## src/rtl/mem_access_unit_pkg.sv

```systemverilog
// Shared definitions for the memory access unit: array selects, op codes,
// controller states and small decode helpers.
package mem_access_unit_pkg;

  // Memory array select
  localparam logic MEM_ROM = 1'b0;
  localparam logic MEM_RAM = 1'b1;

  // Operation codes
  localparam logic [3:0] OP_LOAD    = 4'd0;
  localparam logic [3:0] OP_STORE   = 4'd1;
  localparam logic [3:0] OP_AMOSWAP = 4'd2;
  localparam logic [3:0] OP_AMOADD  = 4'd3;
  localparam logic [3:0] OP_AMOXOR  = 4'd4;
  localparam logic [3:0] OP_AMOAND  = 4'd5;
  localparam logic [3:0] OP_AMOOR   = 4'd6;
  localparam logic [3:0] OP_AMOMIN  = 4'd7;
  localparam logic [3:0] OP_AMOMAX  = 4'd8;
  localparam logic [3:0] OP_AMOMINU = 4'd9;
  localparam logic [3:0] OP_AMOMAXU = 4'd10;

  // Controller states
  typedef enum logic [1:0] {
    ST_IDLE  = 2'd0,
    ST_READ  = 2'd1,
    ST_WRITE = 2'd2,
    ST_RESP  = 2'd3
  } state_e;

  // True for any read-modify-write op code
  function automatic logic is_amo(input logic [3:0] op);
    return (op >= OP_AMOSWAP) && (op <= OP_AMOMAXU);
  endfunction

endpackage

```

## src/rtl/mem_access_unit_amo.sv

```systemverilog
// Combinational RV32A AMO arithmetic: new memory value from the old value
// and the rs2 operand. Comparisons keep the old value on ties.
module amo_alu
  import mem_access_unit_pkg::*;
(
  input  logic [3:0]  op,
  input  logic [31:0] old,
  input  logic [31:0] operand,
  output logic [31:0] result
);

  logic signed [31:0] old_s;
  logic signed [31:0] opnd_s;

  // Select the AMO result for the requested operation
  always_comb begin
    old_s  = old;
    opnd_s = operand;
    result = old;
    case (op)
      OP_AMOSWAP: result = operand;
      OP_AMOADD:  result = old + operand;
      OP_AMOXOR:  result = old ^ operand;
      OP_AMOAND:  result = old & operand;
      OP_AMOOR:   result = old | operand;
      OP_AMOMIN:  result = (opnd_s < old_s) ? operand : old;
      OP_AMOMAX:  result = (opnd_s > old_s) ? operand : old;
      OP_AMOMINU: result = (operand < old) ? operand : old;
      OP_AMOMAXU: result = (operand > old) ? operand : old;
      default:    result = old;
    endcase
  end

endmodule

```

## src/rtl/mem_access_unit.sv

```systemverilog
// Single-outstanding load/store/AMO initiator in front of the word-addressed
// memory. Requests are latched in IDLE, memory is driven from registered
// state only, and the result is held in RESP until the consumer takes it.
module mem_access_unit
  import mem_access_unit_pkg::*;
#(
  parameter int DEPTH = 64
) (
  input  logic        clock,
  input  logic        reset_n,
  input  logic        req_valid,
  output logic        req_ready,
  input  logic [3:0]  req_op,
  input  logic        req_mem_type,
  input  logic [31:0] req_addr,
  input  logic [31:0] req_data,
  output logic        resp_valid,
  input  logic        resp_ready,
  output logic [31:0] resp_data,
  output logic        resp_error,
  output logic [31:0] address,
  output logic [31:0] input_data,
  output logic        mem_write,
  output logic        mem_read,
  output logic        mem_type,
  input  logic [31:0] output_data
);

  state_e      state_q, state_d;
  logic [3:0]  op_q, op_d;
  logic        type_q, type_d;
  logic [31:0] addr_q, addr_d;
  logic [31:0] opnd_q, opnd_d;
  logic [31:0] wdata_q, wdata_d;
  logic [31:0] rdata_q, rdata_d;
  logic        err_q, err_d;

  logic [31:0] word_idx;
  logic        req_err;
  logic [31:0] amo_result;

  assign word_idx = {2'b00, req_addr[31:2]};
  assign req_err  = (req_addr[1:0] != 2'b00)
                 || (word_idx >= 32'(DEPTH))
                 || (req_op > OP_AMOMAXU)
                 || (is_amo(req_op) && (req_mem_type == MEM_ROM));

  // Old value comes straight from memory during READ; operand is the latched rs2
  amo_alu u_amo_alu (
    .op      (op_q),
    .old     (output_data),
    .operand (opnd_q),
    .result  (amo_result)
  );

  // State and datapath registers; everything clears so strobes drop at once
  always_ff @(posedge clock or negedge reset_n) begin
    if (!reset_n) begin
      state_q <= ST_IDLE;
      op_q    <= OP_LOAD;
      type_q  <= 1'b0;
      addr_q  <= '0;
      opnd_q  <= '0;
      wdata_q <= '0;
      rdata_q <= '0;
      err_q   <= 1'b0;
    end else begin
      state_q <= state_d;
      op_q    <= op_d;
      type_q  <= type_d;
      addr_q  <= addr_d;
      opnd_q  <= opnd_d;
      wdata_q <= wdata_d;
      rdata_q <= rdata_d;
      err_q   <= err_d;
    end
  end

  // Next-state decode
  always_comb begin
    state_d = state_q;
    case (state_q)
      ST_IDLE: begin
        if (req_valid) begin
          if (req_err)                 state_d = ST_RESP;
          else if (req_op == OP_STORE) state_d = ST_WRITE;
          else                         state_d = ST_READ;
        end
      end
      ST_READ:  state_d = (op_q == OP_LOAD) ? ST_RESP : ST_WRITE;
      ST_WRITE: state_d = ST_RESP;
      ST_RESP:  if (resp_ready) state_d = ST_IDLE;
      default:  state_d = ST_IDLE;
    endcase
  end

  // Request latch, read capture and AMO write-data update
  always_comb begin
    op_d    = op_q;
    type_d  = type_q;
    addr_d  = addr_q;
    opnd_d  = opnd_q;
    wdata_d = wdata_q;
    rdata_d = rdata_q;
    err_d   = err_q;
    case (state_q)
      ST_IDLE: begin
        if (req_valid) begin
          op_d    = req_op;
          type_d  = req_mem_type;
          addr_d  = word_idx;
          opnd_d  = req_data;
          rdata_d = '0;
          err_d   = req_err;
          if (!req_err && (req_op == OP_STORE)) wdata_d = req_data;
        end
      end
      ST_READ: begin
        // Loads return this value; AMOs return it as the old value
        rdata_d = output_data;
        if (op_q != OP_LOAD) wdata_d = amo_result;
      end
      default: ;
    endcase
  end

  // Handshake and strobe outputs from registered state only
  always_comb begin
    req_ready  = 1'b0;
    resp_valid = 1'b0;
    mem_read   = 1'b0;
    mem_write  = 1'b0;
    case (state_q)
      ST_IDLE:  req_ready  = 1'b1;
      ST_READ:  mem_read   = 1'b1;
      ST_WRITE: mem_write  = 1'b1;
      ST_RESP:  resp_valid = 1'b1;
      default:  ;
    endcase
  end

  assign address    = addr_q;
  assign mem_type   = type_q;
  assign input_data = wdata_q;
  assign resp_data  = rdata_q;
  assign resp_error = err_q;

endmodule
```

## config.mk

```make
export PLATFORM = sky130hd
export DESIGN_NAME = mem_access_unit
export DESIGN_NICKNAME = d
export VERILOG_FILES = /design/src/rtl/mem_access_unit_pkg.sv /design/src/rtl/mem_access_unit_amo.sv /design/src/rtl/mem_access_unit.sv
export SDC_FILE = /design/constraint.sdc
export NUM_CORES = 1
export LEC_CHECK = 0
export BUFFER_PORTS_ARGS = -buffer_cell sky130_fd_sc_hd__buf_4
export CORE_ASPECT_RATIO = 0.6
export CORE_MARGIN = 1.5
export CORE_UTILIZATION = 30
export CTS_BUF_LIST = sky130_fd_sc_hd__clkbuf_8
export CTS_CLUSTER_SIZE = 25
export DETAILED_ROUTE_END_ITERATION = 16
export PLACE_DENSITY = 0.6
export SLEW_MARGIN = 20
export SYNTH_ARGS = -nofsm -noshare
export SYNTH_HDL_FRONTEND = slang
export SYNTH_SLANG_ARGS = --single-unit
```

## constraint.sdc

```tcl
create_clock -name clock -period 4.6 [get_ports clock]
set_input_delay 0.69 -clock clock [delete_from_list [all_inputs] [get_ports clock]]
set_output_delay 0.69 -clock clock [all_outputs]
set_load 0.03 [all_outputs]
```

Word-level counts from Yosys, hierarchy flattened --
Index checks and enable logic that the tools add are counted.
Cells by class: $lt $le $gt $ge 8, add/sub/neg operators 1, bitwise logic cells 4, equal/unequal tests 17, muxes and demuxes 21, reductions and logical operators 16
Operator list (count):
- case mux 32 bit (9 select lines) | 1
- two-way mux 32 bit | 8
- case mux 32 bit (2 select lines) | 2
- > comparator 32 bit | 2
- < comparator 32 bit | 2
- adder 32 bit | 1
- AND 32 bit | 1
- OR 32 bit | 1
- XOR 32 bit | 1
- greater-or-equal comparator 30 x 7 -> 1 bit (second input constant) | 1
- equality test 4 x 3 -> 1 bit (second input constant) | 4
- equality test 4 bit (second input constant) | 3
- equality test 4 x 2 -> 1 bit (second input constant) | 2
- two-way mux 2 bit | 4
- != test 2 bit (second input constant) | 4
- case mux 2 bit (4 select lines) | 1
- AND reduction 2 bit | 3
- two-way mux 1 bit | 5
- equality test 2 bit (second input constant) | 2
- equality test 4 x 1 -> 1 bit (second input constant) | 1
- greater-or-equal comparator 4 x 2 -> 1 bit (second input constant) | 1
- > comparator 4 bit (second input constant) | 1
- less-or-equal comparator 4 bit (second input constant) | 1
- zero test 4 bit | 1
- other kinds (9) | 14
Word-level totals: word-level logic and storage cells 75, input bits 105, output and inout bits 102, register bits 134

Logic depth before layout (Yosys ltp) --
Gate-level depths: netlist (run 1).
word-level depth 9, depth in mapped cells 13, depth with buffers taken out 11

Hierarchy --
Synthesis (run 1) repeated with hierarchy kept, for this count alone.
Second synthesis, totals: cells, all modules 1064, area, all modules 10277.4 sq um
By module, submodules not included:
- mem_access_unit | area an instance 5666.7 sq um, cells an instance 370, sequential area each 3353.2 sq um, times used 1
- amo_alu | area an instance 4610.7 sq um, cells an instance 694, sequential area each 0.0 sq um, times used 1

Worst setup path after synthesis (run 1) --
OpenSTA, ideal clock, no wires.
path type input to register, start point input port output_data[27], end point register wdata_q[4], in the netlist input_data[4], path slack 1.495 ns, arrival 2.978 ns, required time 4.473 ns, cell stages on the path 13, buffers on the path 2, cells stage by stage inv_1 -> ha_1 -> buf_4 -> nor4_4 -> inv_1 -> a31oi_1 -> o31ai_4 -> o311a_1 -> o211ai_4 -> o211ai_2 -> buf_6 -> a221oi_2 -> nor3_1
On the way: word-level cells in the longest chain between the ends 5, elaborated cells between the ends (all ways) 11, those cells by class order compare (4); mux (7)
Ends and longest elaborated chain:
- start: declaration | line mem_access_unit.sv:26 | input logic [31:0] output_data
- > comparator 32 bit (tied with other cells) | line mem_access_unit_amo.sv:29 | OP_AMOMAXU: result = (operand > old) ? operand : old;
- two-way mux 32 bit, on equally long branches
- case mux 32 bit (9 select lines) * | line mem_access_unit_amo.sv:20 | case (op)
- two-way mux 32 bit * | line mem_access_unit.sv:121 | if (op_q != OP_LOAD) wdata_d = amo_result;
- case mux 32 bit (2 select lines) * | line mem_access_unit.sv:106 | case (state_q)
- end signal: assignment | line mem_access_unit.sv:73 | wdata_q <= wdata_d;
- end: declaration | line mem_access_unit.sv:34 | logic [31:0] wdata_q, wdata_d;
Every way passes the cells marked *; elsewhere a longest branch is shown, timed or not. The select of a mux whose other input is x is not followed. A chain may end at the register's enable or synchronous reset.

Worst setup path in the final report (run 1) --
start point register opnd_q[21], end point register wdata_q[19], in the netlist input_data[19]
On the way: word-level cells in the longest chain between the ends 5, elaborated cells between the ends (all ways) 11, those cells by class order compare (4); mux (7)
Ends and longest elaborated chain:
- start: declaration | line mem_access_unit.sv:33 | logic [31:0] opnd_q, opnd_d;
- start signal: assignment | line mem_access_unit.sv:72 | opnd_q <= opnd_d;
- > comparator 32 bit (tied with other cells) | line mem_access_unit_amo.sv:29
- two-way mux 32 bit, on equally long branches
- case mux 32 bit (9 select lines) * | line mem_access_unit_amo.sv:20
- two-way mux 32 bit * | line mem_access_unit.sv:121
- case mux 32 bit (2 select lines) * | line mem_access_unit.sv:106
Marks and branches as above.

==> flow_summary.ini, run 1 <==
[synthesis]
yosys_most_used_dff = dfrtp_1
synth-seq-cells = 134
synth_edf_count = 0
yosysWarnings = 0
synth_top_cell_by_area = dfrtp_1
synthCells = 1170
synth_seq_area_share_pct = 31.8
synth_adder_area_share_pct = 12.1
synth_top_family_by_area = compound AO/OA/AOI/OAI gates
synth.distinct_cells = 84
synth_area_per_cell_sq_um = 9.01
synth_top_area_share_pct = 31.8
syn_area_sq_um = 10500
synth_mux_area_share_pct = 9.14
yosys-top-cells-count = dfrtp_1 (134), ha_1 (100), nand2_1 (93)
synthXorXnorAreaFrac_pct = 1.33
synth.area.top_cells = dfrtp_1 (32%), ha_1 (12%), mux2_2 (7.1%), a21oi_1 (3.3%), nand2_1 (3.3%)
synth-simple-area-share_pct = 14.0
synth_compound_area_share_pct = 24.9
synth_most_common_cell = dfrtp_1
async_flop_share_pct = 100

[timing]
relSlewSlack_pct = 27.5
setup_violations = 0
worst_slack_ps = 755
min_period_over_period_pct = 83.6
fin_crit_ps = 3850
drv_slew = 0
fmax_mhz = 260
finalHoldViolCount = 0
worstMarginPinSlew_ps = 1090
fin_setup_tns_ps = 0
grt_setup_unrepaired = no
whs_ps = 182
finClkSkew_ps = 26.8

[power]
powerDensity_nw_per_um2 = 787
p_total_mw = 10.2
peakVddDrop_mv = 0.289
leakage_nw = 5.99

[critical_path]
timing.rr.start = opnd_q[21]$_DFFE_PN0P_
cp_max_fo = 9
startpoint = opnd_q[21]$_DFFE_PN0P_
required_ps = 5020
path_buf_inv = 1
critPathCaptureType = flop
path_cells = inv_1 -> ha_1 -> nor4_2 -> nand4_2 -> nor3_2 -> or3_1 -> o311a_1 -> o211ai_4 -> a21oi_2 -> a221oi_1 -> o22ai_1
cp_top_family = compound AO/OA/AOI/OAI gates
worstSetupStartpointType = flop
crit-reg2reg-capture = input_data[19]$_DFFE_PN0P_
r2r_slack_ps = 750
cpMaxStageDelayCell = a21oi_2
critPathKind = reg -> reg
cp.arrival_ps = 4260
slowest_delay_ps = 650
worst-r2r-cell-count = 11

[clocking]
clock_latency_ps = 520
postCtsSetupBuffers = 0
cts.repair.resized = 0
cts.sinks = 134
htreeDepth = 4
hold_buffers = 0
cts_tree = yes
clk_pin_slew_ps = 100
cts_buffers = 17
clockBufferDepth = 2
clock-root-buffer = clkbuf_8

[global_route]
antenna_found_initial = 1
grt_max_degree = 71
grt_pass1_wl_um = 61600
overflow = 0
grt_pass1_vias = 9928
grt_use_total_pct = 22.6

[place]
post-place-ws_ps = 443
hpwl_um = 29600
place_congestion = 0.993
port_buffers = 204
placed_cells = 1789
placed_area_sq_um = 12600

[routing]
drt_iter0_drc = 1082
drc = 0
drtAntennaViolNets = 0
routed_via_density = 5.62
avgRoutedWirePerCell_um = 22.4
drt_pass1_iterations = 5
wl_um = 40900
num_vias = 10200

[floorplan]
placementRows = 52
fp.dieArea_sq_um = 36300
die_h_um = 148
pin_count = 207
coreArea_sq_um = 34200
start_util_pct = 30.9
die_w_um = 245

[min_path]
holdCritPathClass = in -> async

[finish]
nets = 1555
synthToLayoutAreaGrowth_pct = 23.2
instances_no_fill = 1821
finalInstanceArea_sq_um = 13000
diodes = 0
final_util_pct = 38.0
drive_gt1_share_pct = 28.0

[run_status]
status = complete, no violations

[flow_run]
drv_cap = 0
routing by layer:
layer	up-vias	part of all wire (%)	track usage (%)
met5	-	0	0
met4	0	1.4	4.88
met2	480	41	31.6
met3	35	8.2	4.85
met1	5058	50	34.8
li1	4664	-	-
state kept, by name, indices dropped and copies added, names as in the netlist:
name	cells
op_q	4
state_q	2
resp_data	32
opnd_q	32
input_data	32
address	30
mem_type	1
resp_error	1
power by group:
group | leakage, nW | switching, mW | internal, mW
clock | 0.190 | 0.598 | 0.471
sequential | 1.61 | 0.488 | 1.75
combinational | 4.19 | 4.39 | 2.52
how the worst max path moves through the flow:
stage,to,depth (start not counted)
after floorplan,input_data[4]$_DFFE_PN0P_,13
after global placement,input_data[22]$_DFFE_PN0P_,12
after detailed placement,input_data[3]$_DFFE_PN0P_,12
after CTS,input_data[3]$_DFFE_PN0P_,11
after global routing,input_data[3]$_DFFE_PN0P_,11
final,input_data[19]$_DFFE_PN0P_,11
cells in the final DEF (no fill, tap or decap), drive strengths merged, types with 6 or more instances in the layout:
cell type / n
buf: 239
dfrtp: 134
ha: 100
inv: 95
nand2: 93
a21oi: 74
nor2: 71
o21ai: 68
mux2: 66
a221oi: 36
a22o: 34
o22ai: 26
nor3: 25
mux2i: 22
nand4: 21
a31oi: 20
nand3: 20
clkbuf: 19
a21o: 16
o211ai: 15
nor4: 14
or3: 11
xnor2: 10
o2111ai: 9
o21a: 8
nor2b: 8
o31ai: 8
nand2b: 7
a211o: 6
xor2: 6
a22oi: 6
area by class of cell:
type | instances | area (sq um)
fill | 3511 | 21200
multi-input combinational | 868 | 6520
sequential | 134 | 3350
timing repair buffer | 239 | 1810
tap | 459 | 574
inverter | 89 | 334
clock buffer | 19 | 262
clock inverter | 13 | 135
worst reg2reg max path: stages, from the launching register on:
cell      delay (ps)
dfrtp_1          480
inv_1            130
ha_1             420
nor4_2           400
nand4_2          300
nor3_2           410
or3_1            160
o311a_1          220
o211ai_4         180
a21oi_2          660
a221oi_1         200
o22ai_1          200
cells by family (layout without fill, tap and decap cells):
logic type / Yosys count / count (layout)
XOR/XNOR: 16 / 16
AND/OR/NAND/NOR: 291 / 291
flip-flops: 134 / 134
other: 1 / 2
AO/OA/AOI/OAI: 370 / 370
buffers and inverters: 169 / 360
adder cells (fa/ha/maj): 101 / 101
multiplexers: 88 / 88
Note: power is estimated with default switching activity, not from simulation.
==> run 2, diff against run 1 <==
--- a/config.mk
+++ b/config.mk
@@ -5,6 +5,7 @@
 export SDC_FILE = /design/constraint.sdc
 export NUM_CORES = 1
 export LEC_CHECK = 0
+export ABC_AREA = 1
 export BUFFER_PORTS_ARGS = -buffer_cell sky130_fd_sc_hd__buf_4
 export CORE_ASPECT_RATIO = 0.6
 export CORE_MARGIN = 1.5
@@ -12,7 +13,7 @@
 export CTS_BUF_LIST = sky130_fd_sc_hd__clkbuf_8
 export CTS_CLUSTER_SIZE = 25
 export DETAILED_ROUTE_END_ITERATION = 16
-export PLACE_DENSITY = 0.6
+export PLACE_DENSITY = 0.59
 export SLEW_MARGIN = 20
 export SYNTH_ARGS = -nofsm -noshare
 export SYNTH_HDL_FRONTEND = slang
==> constraint.sdc (replaced) <==
create_clock -name clock -period 3.9 [get_ports clock]
set_input_delay 0.585 -clock clock [delete_from_list [all_inputs] [get_ports clock]]
set_output_delay 0.585 -clock clock [all_outputs]
set_load 0.03 [all_outputs]
==> flow_summary.ini, run 2 <==
[run_status]
status = complete, no violations

[place]
port_buffers = 204
hpwl_um = 41400
post-place-ws_ps = 182
placed_area_sq_um = 14100
place_congestion = 0.986

[synthesis]
synthXorXnorAreaFrac_pct = 0
synth_compound_area_share_pct = 19.4
synth_mux_area_share_pct = 0
synth-seq-cells = 134
synth_top_area_share_pct = 29.0
synth_adder_area_share_pct = 11.0
synth_seq_area_share_pct = 29.0
synth_edf_count = 0
yosysWarnings = 0
synthCells = 1769
async_flop_share_pct = 100
yosys-top-cells-count = nand2_1 (443), inv_1 (230), nor2_1 (163)
synth_most_common_cell = nand2_1
synth_top_cell_by_area = dfrtp_1
synth.area.top_cells = dfrtp_1 (29%), nand2_1 (14%), ha_1 (11%), inv_1 (7.5%), o21ai_0 (6.4%)
synth_area_per_cell_sq_um = 6.53
yosys_most_used_dff = dfrtp_1
synth_top_family_by_area = simple AND/OR/NAND/NOR gates
syn_area_sq_um = 11500
synth-simple-area-share_pct = 30.1
synth.distinct_cells = 41

[timing]
relSlewSlack_pct = 31.1
grt_setup_unrepaired = no
worst_slack_ps = 338
finClkSkew_ps = 24.9
fin_crit_ps = 3560
drv_slew = 0
fmax_mhz = 281
min_period_over_period_pct = 91.3
setup_violations = 0
worstMarginPinSlew_ps = 1030
finalHoldViolCount = 0
fin_setup_tns_ps = 0

[floorplan]
die_h_um = 155
start_util_pct = 30.6
coreArea_sq_um = 37800
pin_count = 207
die_w_um = 256
fp.dieArea_sq_um = 39700
placementRows = 55

[power]
leakage_nw = 7.44
powerDensity_nw_per_um2 = 888
peakVddDrop_mv = 0.418

[global_route]
grt_pass1_vias = 12300
grt_use_total_pct = 26.5
antenna_found_initial = 4
grt_max_degree = 98
grt_pass1_wl_um = 78900
overflow = 0

[critical_path]
critPathCaptureType = flop
critPathKind = reg -> reg
cp.arrival_ps = 3970
cp_max_fo = 12
required_ps = 4310
worstSetupStartpointType = flop

[finish]
final_util_pct = 38.3
drive_gt1_share_pct = 17.9
fill_cells = 3998
finalInstanceArea_sq_um = 14500
final_common_cell = nand2_1
nets = 2208
synthToLayoutAreaGrowth_pct = 25.3
layout_common_cells = nand2_1 (441), buf_4 (281), inv_1 (230), nor2_1 (162), o21ai_0 (148)

[clocking]
clockBufferDepth = 2
htreeDepth = 4
cts.sinks = 134
clock-root-buffer = clkbuf_8
cts_buffers = 17
cts_tree = yes
hold_buffers = 0
postCtsSetupBuffers = 0
clock_latency_ps = 490
cts.repair.resized = 0
clk_pin_slew_ps = 100

[routing]
avgRoutedWirePerCell_um = 21.1
drtAntennaViolNets = 0
wl_um = 53500
drt_pass1_iterations = 6
drt_iter0_drc = 1597
num_vias = 13400
routed_via_density = 5.28
drc = 0

[min_path]
holdCritPathClass = in -> async

[flow_run]
drv_cap = 0
-- run 2: cell count changes after synthesis, moves of 28 or more --
cell | before | now
a21oi_1 | 70 | 131
a22o_1 | 34 | 0
inv_1 | 85 | 230
mux2_2 | 66 | 0
nand2_1 | 93 | 443
nand3_1 | 20 | 140
nor2_1 | 70 | 163
o21ai_0 | 63 | 148
o22ai_1 | 26 | 54
-- run 2: final timing paths --
path | endpoint | cells past startpoint | start | slack (ps)
worst max-delay path | input_data[19]$_DFFE_PN0P_ | 19 | opnd_q[27]$_DFFE_PN0P_ | 340
max in group asynchronous | op_q[0]$_DFFE_PN0P_ | 2 | reset_n | 2810
worst min-delay path | resp_data[14]$_DFFE_PN0P_ | 1 | reset_n | 180
worst min register to register | address[17]$_DFFE_PN0P_ | 2 | address[17]$_DFFE_PN0P_ | 490
min in group clock | address[2]$_DFFE_PN0P_ | 3 | req_addr[4] | 290
worst max register to register | input_data[19]$_DFFE_PN0P_ | 19 | opnd_q[27]$_DFFE_PN0P_ | 340
-- run 2: final cells by class --
type | instances | area, sq um | area share (%)
multi-input cells | 1325 | 7030 | 48.6
clock inverters | 15 | 121 | 0.839
diodes | 4 | 10.0 | 0.0692
flip-flops and latches | 134 | 3350 | 23.2
well taps | 513 | 642 | 4.44
clock buffers | 17 | 234 | 1.62
inverters | 239 | 897 | 6.20
repair buffers | 285 | 2180 | 15.1
-- run 2: stage by stage --
stage | power [mW] | hold slack (ps) | std cells
global placement | 11.4 | 464 | 2496
detailed placement | 11.4 | 469 | 2496
CTS | 12.6 | 169 | 2528
finish | 12.8 | 182 | 2532
floorplan | 7.89 | 289 | 1770
global route | 13.7 | 222 | 2532
-- run 2: layer usage --
| layer | part of all wire, % | track usage [%] |
|---|---|---|
| met1 | 49 | 41.5 |
| met2 | 36 | 32.8 |
| met4 | 1.4 | 5.83 |
| met3 | 14 | 9.97 |
| met5 | 0 | 0 |
-- run 2: power breakdown --
part / leakage (nW) / switching [mW] / internal (mW)
Sequential: 1.65 / 0.570 / 2.05
Combinational: 5.61 / 6.15 / 2.92
Clock: 0.177 / 0.707 / 0.454
Total: 7.44 / 7.42 / 5.42
-- run 2: critical path, cell delays in order (launching register included) --
cell and delay, ps:
dfrtp_1 420, inv_1 150, ha_1 450, inv_1 130, a21oi_1 300, nand2_1 140, nand2_1 80, nand2_1 60
a21oi_2 150, buf_12 160, nand2_2 100, nand2_1 130, nand2_2 190, nor2_2 410, nand2_1 90, nand2_1 70
nor2_1 30, nand3_1 120, nand2_1 110, a21oi_1 170
-- run 2: cells by family after synthesis --
kind of cell               after synthesis
and+or+nand+nor                        819
other                                    1
AOI/OAI and AO/OA                      403
adders and majority gates              101
DFF                                    134
buffers and inverters                  311
